### src/rtl/control_contador.sv
// -----------------------------------------------------------------------------
// control_contador
// Turns the debounced push-button levels into single-cycle command pulses for
// the event counter (Contador). It adds press-and-hold auto-repeat, a lockout
// when buttons are pressed together, and optional saturation at the counter
// limits. It replaces the bare edge detector between Rebote and Contador.
//
// State table
//   state      | meaning
//   -----------+-------------------------------------------------------------
//   REPOSO     | idle, waiting for a fresh button press
//   PRESION    | one direction pressed, counting toward auto-repeat
//   REPETICION | auto-repeat active, one pulse every T_REP cycles
//   BLOQUEO    | lockout, nothing issued until every button is released
//
// Parameters
//   N       counter width (width of Q)
//   T_HOLD  cycles held after the first pulse before auto-repeat (>= 2)
//   T_REP   cycles between auto-repeat pulses (>= 2)
//   SATURAR 0 = counter wraps, 1 = no increment at all-ones / decrement at zero
//
// Ports
//   clk        system clock (10 MHz domain)
//   rst        synchronous active-high reset
//   btn_inc    debounced increment button level
//   btn_dec    debounced decrement button level
//   btn_clr    debounced clear button level
//   Q          current counter value, only used for saturation
//   en         one-cycle count-enable pulse
//   arriba     count direction (1 = up), held between accepted presses
//   clr        one-cycle clear pulse
//   repitiendo high while auto-repeat is active
//   limite     one-cycle pulse when saturation swallowed a count pulse
// -----------------------------------------------------------------------------
module control_contador #(
  parameter int N       = 8,
  parameter int T_HOLD  = 5_000_000,
  parameter int T_REP   = 1_000_000,
  parameter bit SATURAR = 1'b0
) (
  input  logic         clk,
  input  logic         rst,
  input  logic         btn_inc,
  input  logic         btn_dec,
  input  logic         btn_clr,
  input  logic [N-1:0] Q,
  output logic         en,
  output logic         arriba,
  output logic         clr,
  output logic         repitiendo,
  output logic         limite
);

  localparam int T_MAX = (T_HOLD > T_REP) ? T_HOLD : T_REP;
  localparam int TW    = (T_MAX > 1) ? $clog2(T_MAX) : 1;

  localparam logic [TW-1:0] HOLD_TC = TW'(T_HOLD - 1);
  localparam logic [TW-1:0] REP_TC  = TW'(T_REP - 1);

  typedef enum logic [1:0] {
    REPOSO     = 2'd0,
    PRESION    = 2'd1,
    REPETICION = 2'd2,
    BLOQUEO    = 2'd3
  } state_t;

  state_t        state_q;
  state_t        state_d;
  logic [TW-1:0] timer_q;
  logic [TW-1:0] timer_d;

  logic prev_inc_q;
  logic prev_dec_q;
  logic prev_clr_q;

  logic inc_rise;
  logic dec_rise;
  logic clr_rise;
  logic btn_act;
  logic btn_opp;
  logic all_low;

  logic pulse_req;
  logic clr_req;
  logic arriba_d;
  logic sat_hit;
  logic en_d;
  logic clr_d;
  logic lim_d;
  logic rep_d;

  // Previous-level registers reset to 1 so a button held through reset is
  // ignored until it has been released and pressed again.
  assign inc_rise = btn_inc & ~prev_inc_q;
  assign dec_rise = btn_dec & ~prev_dec_q;
  assign clr_rise = btn_clr & ~prev_clr_q;

  // While a press is being tracked, arriba holds the latched direction, so it
  // also tells which button is the active one.
  assign btn_act = arriba ? btn_inc : btn_dec;
  assign btn_opp = arriba ? btn_dec : btn_inc;
  assign all_low = ~(btn_inc | btn_dec | btn_clr);

  // ---------------------------------------------------------------------------
  // State, timer and registered outputs
  // ---------------------------------------------------------------------------
  always_ff @(posedge clk) begin
    if (rst) begin
      state_q    <= REPOSO;
      timer_q    <= '0;
      prev_inc_q <= 1'b1;
      prev_dec_q <= 1'b1;
      prev_clr_q <= 1'b1;
      en         <= 1'b0;
      arriba     <= 1'b1;
      clr        <= 1'b0;
      repitiendo <= 1'b0;
      limite     <= 1'b0;
    end else begin
      state_q    <= state_d;
      timer_q    <= timer_d;
      prev_inc_q <= btn_inc;
      prev_dec_q <= btn_dec;
      prev_clr_q <= btn_clr;
      en         <= en_d;
      arriba     <= arriba_d;
      clr        <= clr_d;
      repitiendo <= rep_d;
      limite     <= lim_d;
    end
  end

  // ---------------------------------------------------------------------------
  // Next state, timer and command requests
  // ---------------------------------------------------------------------------
  always_comb begin
    state_d   = state_q;
    timer_d   = timer_q;
    arriba_d  = arriba;
    pulse_req = 1'b0;
    clr_req   = 1'b0;

    case (state_q)
      REPOSO: begin
        if (clr_rise) begin
          clr_req = 1'b1;
          state_d = BLOQUEO;
        end else if (inc_rise && dec_rise) begin
          state_d = BLOQUEO;
        end else if (inc_rise) begin
          pulse_req = 1'b1;
          arriba_d  = 1'b1;
          state_d   = PRESION;
        end else if (dec_rise) begin
          pulse_req = 1'b1;
          arriba_d  = 1'b0;
          state_d   = PRESION;
        end
      end

      PRESION, REPETICION: begin
        // Exit conditions win over a pulse that would fall due this cycle.
        if (!btn_act) begin
          state_d = REPOSO;
        end else if (btn_opp) begin
          state_d = BLOQUEO;
        end else if (clr_rise) begin
          clr_req = 1'b1;
          state_d = BLOQUEO;
        end else if (timer_q == ((state_q == PRESION) ? HOLD_TC : REP_TC)) begin
          pulse_req = 1'b1;
          state_d   = REPETICION;
          timer_d   = '0;
        end else begin
          timer_d = timer_q + TW'(1);
        end
      end

      BLOQUEO: begin
        if (all_low) begin
          state_d = REPOSO;
        end
      end

      default: begin
        state_d = REPOSO;
      end
    endcase

    if (state_d != state_q) begin
      timer_d = '0;
    end
  end

  // ---------------------------------------------------------------------------
  // Output next-values
  // ---------------------------------------------------------------------------
  // Saturation only swaps en for limite; the state machine advances exactly
  // as if the pulse had gone out, so repeat timing is unaffected.
  always_comb begin
    sat_hit = SATURAR && (arriba_d ? (Q == {N{1'b1}}) : (Q == {N{1'b0}}));
    en_d    = pulse_req && !sat_hit;
    lim_d   = pulse_req && sat_hit;
    clr_d   = clr_req;
    rep_d   = (state_d == REPETICION);
  end

endmodule

### config.mk
export PLATFORM = sky130hd
export DESIGN_NAME = control_contador
export DESIGN_NICKNAME = d
export VERILOG_FILES = /design/src/rtl/control_contador.sv
export SDC_FILE = /design/constraint.sdc
export NUM_CORES = 1
export LEC_CHECK = 0
export BUFFER_PORTS_ARGS = -buffer_cell sky130_fd_sc_hd__buf_2
export CAP_MARGIN = 20
export CORE_ASPECT_RATIO = 0.5
export CORE_MARGIN = 10
export CORE_UTILIZATION = 45
export DETAILED_ROUTE_END_ITERATION = 8
export GPL_TIMING_DRIVEN = 0
export PLACE_DENSITY_LB_ADDON = 0.25
export SLEW_MARGIN = 0
export SYNTH_ARGS = -nofsm -noshare
export SYNTH_HDL_FRONTEND = slang
export SYNTH_SLANG_ARGS = --single-unit
### constraint.sdc
create_clock -name clk -period 1.85 [get_ports clk]
set_input_delay 0.0925 -clock clk [delete_from_list [all_inputs] [get_ports clk]]
set_output_delay 0.0925 -clock clk [all_outputs]
set_load 0.01 [all_outputs]
==> metrics, run 1 <==
clock tree sinks=32; vias in the first global route=1,524; antenna violations before repair=0; Non-Filler Instances=292; first-pass GRT wire length=6990 µm; antenna viol nets, final=0; Crit path max-delay family=compound AO/OA/AOI/OAI gates; largest net degree at the start of global routing=10; crit end category=flip-flop; total grt overflow=0; Slew Limit Fails=0; layout cell share with drive strength beyond 1=39.1%; fin crit share=103%; drt wl/cell=14.3 µm; Synth warnings=0; Setup crit end=timer_q[8]$_SDFFE_PP0P_; critical-path cell list=inv_4 -> ha_4 -> and4b_1 -> a311oi_2 -> a221o_1 -> nand3_4 -> buf_16 -> nor2_2; total number of vias=1,622; I/O Buffers=8; Syn Nets=228; switch share=37.1%; Skew-Pair Late Insertion Delay=0.29 ns; CTS Buffer Depth=2; Crit path required time=2.08 ns; top cell type's share of synthesized area=35.5%; WHS=0.0376 ns; TritonCTS clock tree=built; Setup Skew=0.00633 ns; Cell Pwr Density=1020 mW/mm²; # rows=16; syn_area_per_cell=8.68 µm²; internal power=1.52 mW; critical path depth in cells=8; Synth area leaders=dfxtp_1 (35%), ha_1 (4.9%), xor2_1 (4.4%), nor2_2 (3.5%), xnor2_1 (3.4%); Power Total=2.41 mW; DRC Markers=0; Die W=110 µm; unrepaired setup endpoints after global routing=yes; die height=64.8 µm; CP Launch Point=state_q[1]$_SDFF_PP0_; Period minus WS final=1.90 ns; Final setup viols=25; crit path buf inv count=2; Placed Cells=270; Worst Reg2Reg Path Length in Cells=8; Filler cells=338; crit start category=flip-flop; Worst R2R Setup Slack=-0.05 ns; post-route worst setup slack=-0.0492 ns; Worst path max stage delay=0.39 ns; All-Layer GR Usage=12.2%; n_diodes=0; First-pass DRT Iterations=5; RR Endpoint=timer_q[8]$_SDFFE_PP0P_; WP data arrival=2.13 ns; io pins=18; RR Startpoint=state_q[1]$_SDFF_PP0_; H-tree depth=2; critical path class=flip-flop to flip-flop; die area=0.00710 mm²; Routed WL=4190 µm; core footprint=0.00388 mm²; initial DRC count=44; area of the mapped netlist=0.00181 mm²; Clk pwr share=21.0%; register area share after synthesis=35.5%; worst vdd ir=0.000742 V; number of flops mapped to enable cells by yosys=0; final core occ=60.8%; Area growth syn-to-layout=30.8%; Starting Density=46.5%; CTS clk-pin slew, worst paths=0.07 ns; combinational power share=46.3%; Flop pwr share=32.7%; Unique masters post-synth=57; Async SR Flop Fraction=0%; vias per inst=5.55; synthesized netlist cell count=208; cell taking the most area after synthesis=dfxtp_1; nets@finish=258; status=finished, violations left; DP Wirelength=2690 µm; Final Hold Vio Count=0; worst hold path class=input pin to flip-flop; Synth Flop Type=dfxtp_1; cts bufs inserted=5; Pleak=0.845 nW; CTS root buf=clkbuf_8; GP Congestion=0.802; CP max stage cell=dfxtp_4; Fmax=527 MHz; failing checks=setup timing; max_cap viols=0; worst-path fanout max=6; Net Sw Power=0.895 mW; Synth Register Bits=32; pre-CTS worst setup slack=-0.284 ns
-- synthesized netlist by cell type, types with 3 or more instances --
library cell  instances
nand4_1               6
and3_1                5
and2_1                3
nand2b_1              4
nor2_1               15
nor2_2               10
xor2_1                9
a21oi_1              12
or2_2                 3
dfxtp_1              32
ha_1                  7
or3_1                 6
xnor2_1               7
nand2_1              15
nand3_1              12
o21ai_0               6
nor3_1                3
inv_1                 7
-- placed cells by master (no fill, tap or decap), types with 3 or more instances in the layout --
cell type,instances
dfxtp_1,27
nand2_1,14
nand3_1,12
buf_4,12
nor2_1,11
nor2_2,9
xor2_1,8
buf_2,8
xnor2_1,7
a21oi_2,7
nand4_1,6
or3_1,5
and3_1,5
nor2_4,5
a21oi_1,5
clkbuf_8,5
inv_1,4
o21ai_0,4
inv_2,3
and2_1,3
o21ai_1,3
nor3_1,3
nand3_4,3
or2_2,3
ha_1,3
buf_6,3
dfxtp_4,3
-- through the flow --
step | instance area, µm² | setup TNS [ns]
final | 2360 | -0.807
after global routing | 2360 | -2.85
after CTS | 2250 | -0.00282
after detailed placement | 1930 | -5.15
after global placement | 1930 | -4.49
after floorplan | 1830 | 0
-- area by class of cell --
class	instances	area [µm²]	area share (%)
plain buffers	2	27.5	1.17
multi-input cells	166	1320	55.8
clock inverters	1	5.00	0.212
flip-flops and latches	32	654	27.7
inverters	8	32.5	1.38
repair buffers	23	184	7.79
well taps	54	67.6	2.86
clock buffers	6	72.6	3.07
-- registers in the layout, summed over array words and instances (netlist names) --
register,flops
arriba,1
clr,1
en,1
prev_clr_q,1
prev_dec_q,1
prev_inc_q,1
repitiendo,1
state_q,2
timer_q,23
-- how the worst min path moves through the flow --
stage	startpoint	to	slack, ns	cells past startpoint
finish	btn_clr	prev_clr_q$_SDFF_PP1_	0.04	2
detailed placement	btn_clr	prev_clr_q$_SDFF_PP1_	0.34	2
floorplan	rst	state_q[0]$_SDFF_PP0_	0.16	1
global placement	btn_clr	prev_clr_q$_SDFF_PP1_	0.33	2
CTS	btn_clr	prev_clr_q$_SDFF_PP1_	0.04	2
global route	btn_clr	prev_clr_q$_SDFF_PP1_	0.06	2
-- routing by layer --
metal / track usage (%) / up-vias / wire length [µm]
met4: 2.90 / 0 / 42
met1: 15.0 / 770 / 2020
met2: 19.5 / 28 / 1930
li1: - / 816 / -
met3: 4.93 / 8 / 193
met5: 0 / - / 0
-- kinds of logic after synthesis --
| group | after synthesis | synth area share, % |
|---|---|---|
| buffers and inverters | 11 | 3.12 |
| DFF | 32 | 35.5 |
| xor gates and xnor gates | 16 | 7.76 |
| AOI/OAI and AO/OA | 39 | 14.8 |
| and+or+nand+nor | 99 | 31.9 |
| adders and majority gates | 7 | 4.85 |
| other | 1 | 0.208 |
| muxes | 3 | 1.80 |
-- power by group through the flow --
stage                     registers (mW)  logic [mW]  clock network (mW)
final                              0.788        1.12               0.507
after global routing               0.790        1.21               0.562
after CTS                          0.785       0.945               0.522
after detailed placement           0.800       0.665                   0
after global placement             0.799       0.651                   0
after floorplan                    0.798       0.510                   0
-- what timing repair did --
item,CTS,global route
gates resized for setup,31,24
hold buffers,0,0
setup endpoints to repair,26,26
pin swaps,12,9
buffers inserted,14,1
endpoints found under the hold margin,0,0
gates cloned,1,1
No activity file was read; power rests on OpenSTA's default activity.
==> run 2, diff against run 1 <==
Settings changed: CELL_PAD_IN_SITES_DETAIL_PLACEMENT set to 2, CELL_PAD_IN_SITES_GLOBAL_PLACEMENT set to 2, CORE_UTILIZATION 45 to 32.
==> run 2 against run 1 <==
The flow still finishes with violations (setup timing). Largest cell class unchanged. Sequential cell count unchanged. Via count grew 10%. Maximum frequency down 6.2%. Setup slack worse by 0.12 ns. Largest power group unchanged.
==> metrics, run 2 (synthesis results as in run 1) <==
actual slew at the worst max-slew pin=0.564 ns; pre-CTS worst setup slack=-0.377 ns; Clk pwr share=29.6%; combinational power share=43.3%; CTS clk-pin slew, worst paths=0.06 ns; I/O Buffers=8; # rows=19; CTS root buf=clkbuf_16; DRC Markers=0; clock tree sinks=32; CP Launch Point=timer_q[1]$_SDFFE_PP0P_; Net Sw Power=1.09 mW; Placed Cells=289; Final Hold Vio Count=0; post-route worst setup slack=-0.174 ns; critical path class=flip-flop to flip-flop; H-tree depth=2; total number of vias=1,787; Power Total=2.92 mW; CTS Buffer Depth=2; Die W=126 µm; biggest registers after layout=timer_q: 23 flops, state_q: 2 flops; Placed Area=0.00196 mm²; cts bufs inserted=5; initial DRC count=70; antenna violations before repair=0; die height=73.1 µm; max reg flops=23; Area growth syn-to-layout=37.4%; Flop pwr share=27.1%; All-Layer GR Usage=12.9%; commonest non-fill, non-tap cell in the layout=dfxtp_1; switch share=37.4%; io pins=18; worst hold path class=input pin to flip-flop; nets@finish=265; Period minus WS final=2.02 ns; Pleak=0.924 nW; drt wl/cell=23.0 µm; hold path startpoint=btn_clr; die area=0.00923 mm²; crit end category=flip-flop; total grt overflow=0; core footprint=0.00547 mm²; RR Startpoint=timer_q[1]$_SDFFE_PP0P_; worst vdd ir=0.000819 V; n_diodes=0; WP data arrival=2.19 ns; Fmax=494 MHz; internal power=1.83 mW; layout cell share with drive strength beyond 1=41.5%; worst-path fanout max=6; Final setup viols=27; First-pass DRT Iterations=4; failing checks=setup timing; DP Wirelength=3580 µm; status=finished, violations left; Starting Density=33.0%; max_cap viols=0; Non-Filler Instances=319; WHS=0.0441 ns; commonest cells after routing, fill and taps aside=dfxtp_1 (25), buf_4 (20), nand2_1 (14), nor2_1 (14), nand3_1 (11); Setup Skew=0.00584 ns; Skew-Pair Late Insertion Delay=0.29 ns; antenna viol nets, final=0; unrepaired setup endpoints after global routing=yes; first-pass GRT wire length=9630 µm; largest net degree at the start of global routing=11; final instance area=0.00248 mm²; vias per inst=5.60; hold_buf cts=0; Slew Limit Fails=0; vias in the first global route=1,770; TritonCTS clock tree=built; Most flops, register=timer_q; GP Congestion=0.750; Crit path required time=2.02 ns; worst rel slew slack=62.3%; Cell Pwr Density=1180 mW/mm²; fin crit share=109%; Routed WL=7350 µm; crit start category=flip-flop
## run 2: cell count changes in the layout (fill, tap and decap cells not counted), sizes merged
cell | previous run | this run
clkinv | 1 | 2
buf | 25 | 32
## run 2: cell type report
cell class / count / area [µm²]
Tap cell: 73 / 91.3
Buffer: 2 / 27.5
Clock buffer: 6 / 139
Timing Repair Buffer: 30 / 216
Sequential cell: 32 / 657
Multi-Input combinational cell: 166 / 1310
Clock inverter: 2 / 10.0
Inverter: 8 / 32.5
Fill cell: 593 / 2990
## run 2: power groups by stage
stage	Combinational, mW	Sequential (mW)	Clock (mW)
2_1_floorplan	0.510	0.798	0
3_3_place_gp	0.685	0.804	0
3_5_place_dp	0.703	0.808	0
4_1_cts	0.945	0.780	0.861
5_1_grt	1.34	0.795	0.918
6_report	1.26	0.790	0.865
## run 2: worst max-delay path, cell delays in order (launching register included)
cell and delay, ns:
dfxtp_1 0.42, ha_1 0.30, nand2_1 0.16, a211oi_2 0.19, o2111a_2 0.35, buf_4 0.17
nand2_4 0.08, nand3_4 0.15, nor2_1 0.09
## run 2: metal layers
layer / vias up / share of wire [%] / global-route usage, %
met1: 903 / 44 / 15.6
met5: - / 0 / 0
met3: 15 / 4.6 / 3.34
met2: 48 / 49 / 21.9
li1: 821 / - / -
met4: 0 / 2.3 / 4.77
## run 2: metrics by stage
stage | TNS (ns) | utilization (%)
after floorplan | 0 | -
after global routing | -5.39 | 45.4
final | -3.37 | 45.4
after detailed placement | -7.41 | 35.8
after global placement | -7.20 | 35.8
after CTS | -1.03 | 42.2
## run 2: final timing paths
path                                            endpoint  slack [ns]  cells after the start
worst min register to register  timer_q[20]$_SDFFE_PP0P_        0.54                      2
worst max-delay path             timer_q[1]$_SDFFE_PP0P_       -0.17                      8
worst min-delay path               prev_clr_q$_SDFF_PP1_        0.04                      2
worst max register to register   timer_q[1]$_SDFFE_PP0P_       -0.17                      8
## run 2: what timing repair did
action                                  CTS  global route
gates cloned                              0             1
setup buffers                            14             8
resized for setup                        29            22
endpoints found under the setup margin   28            27
pin swaps                                12             4
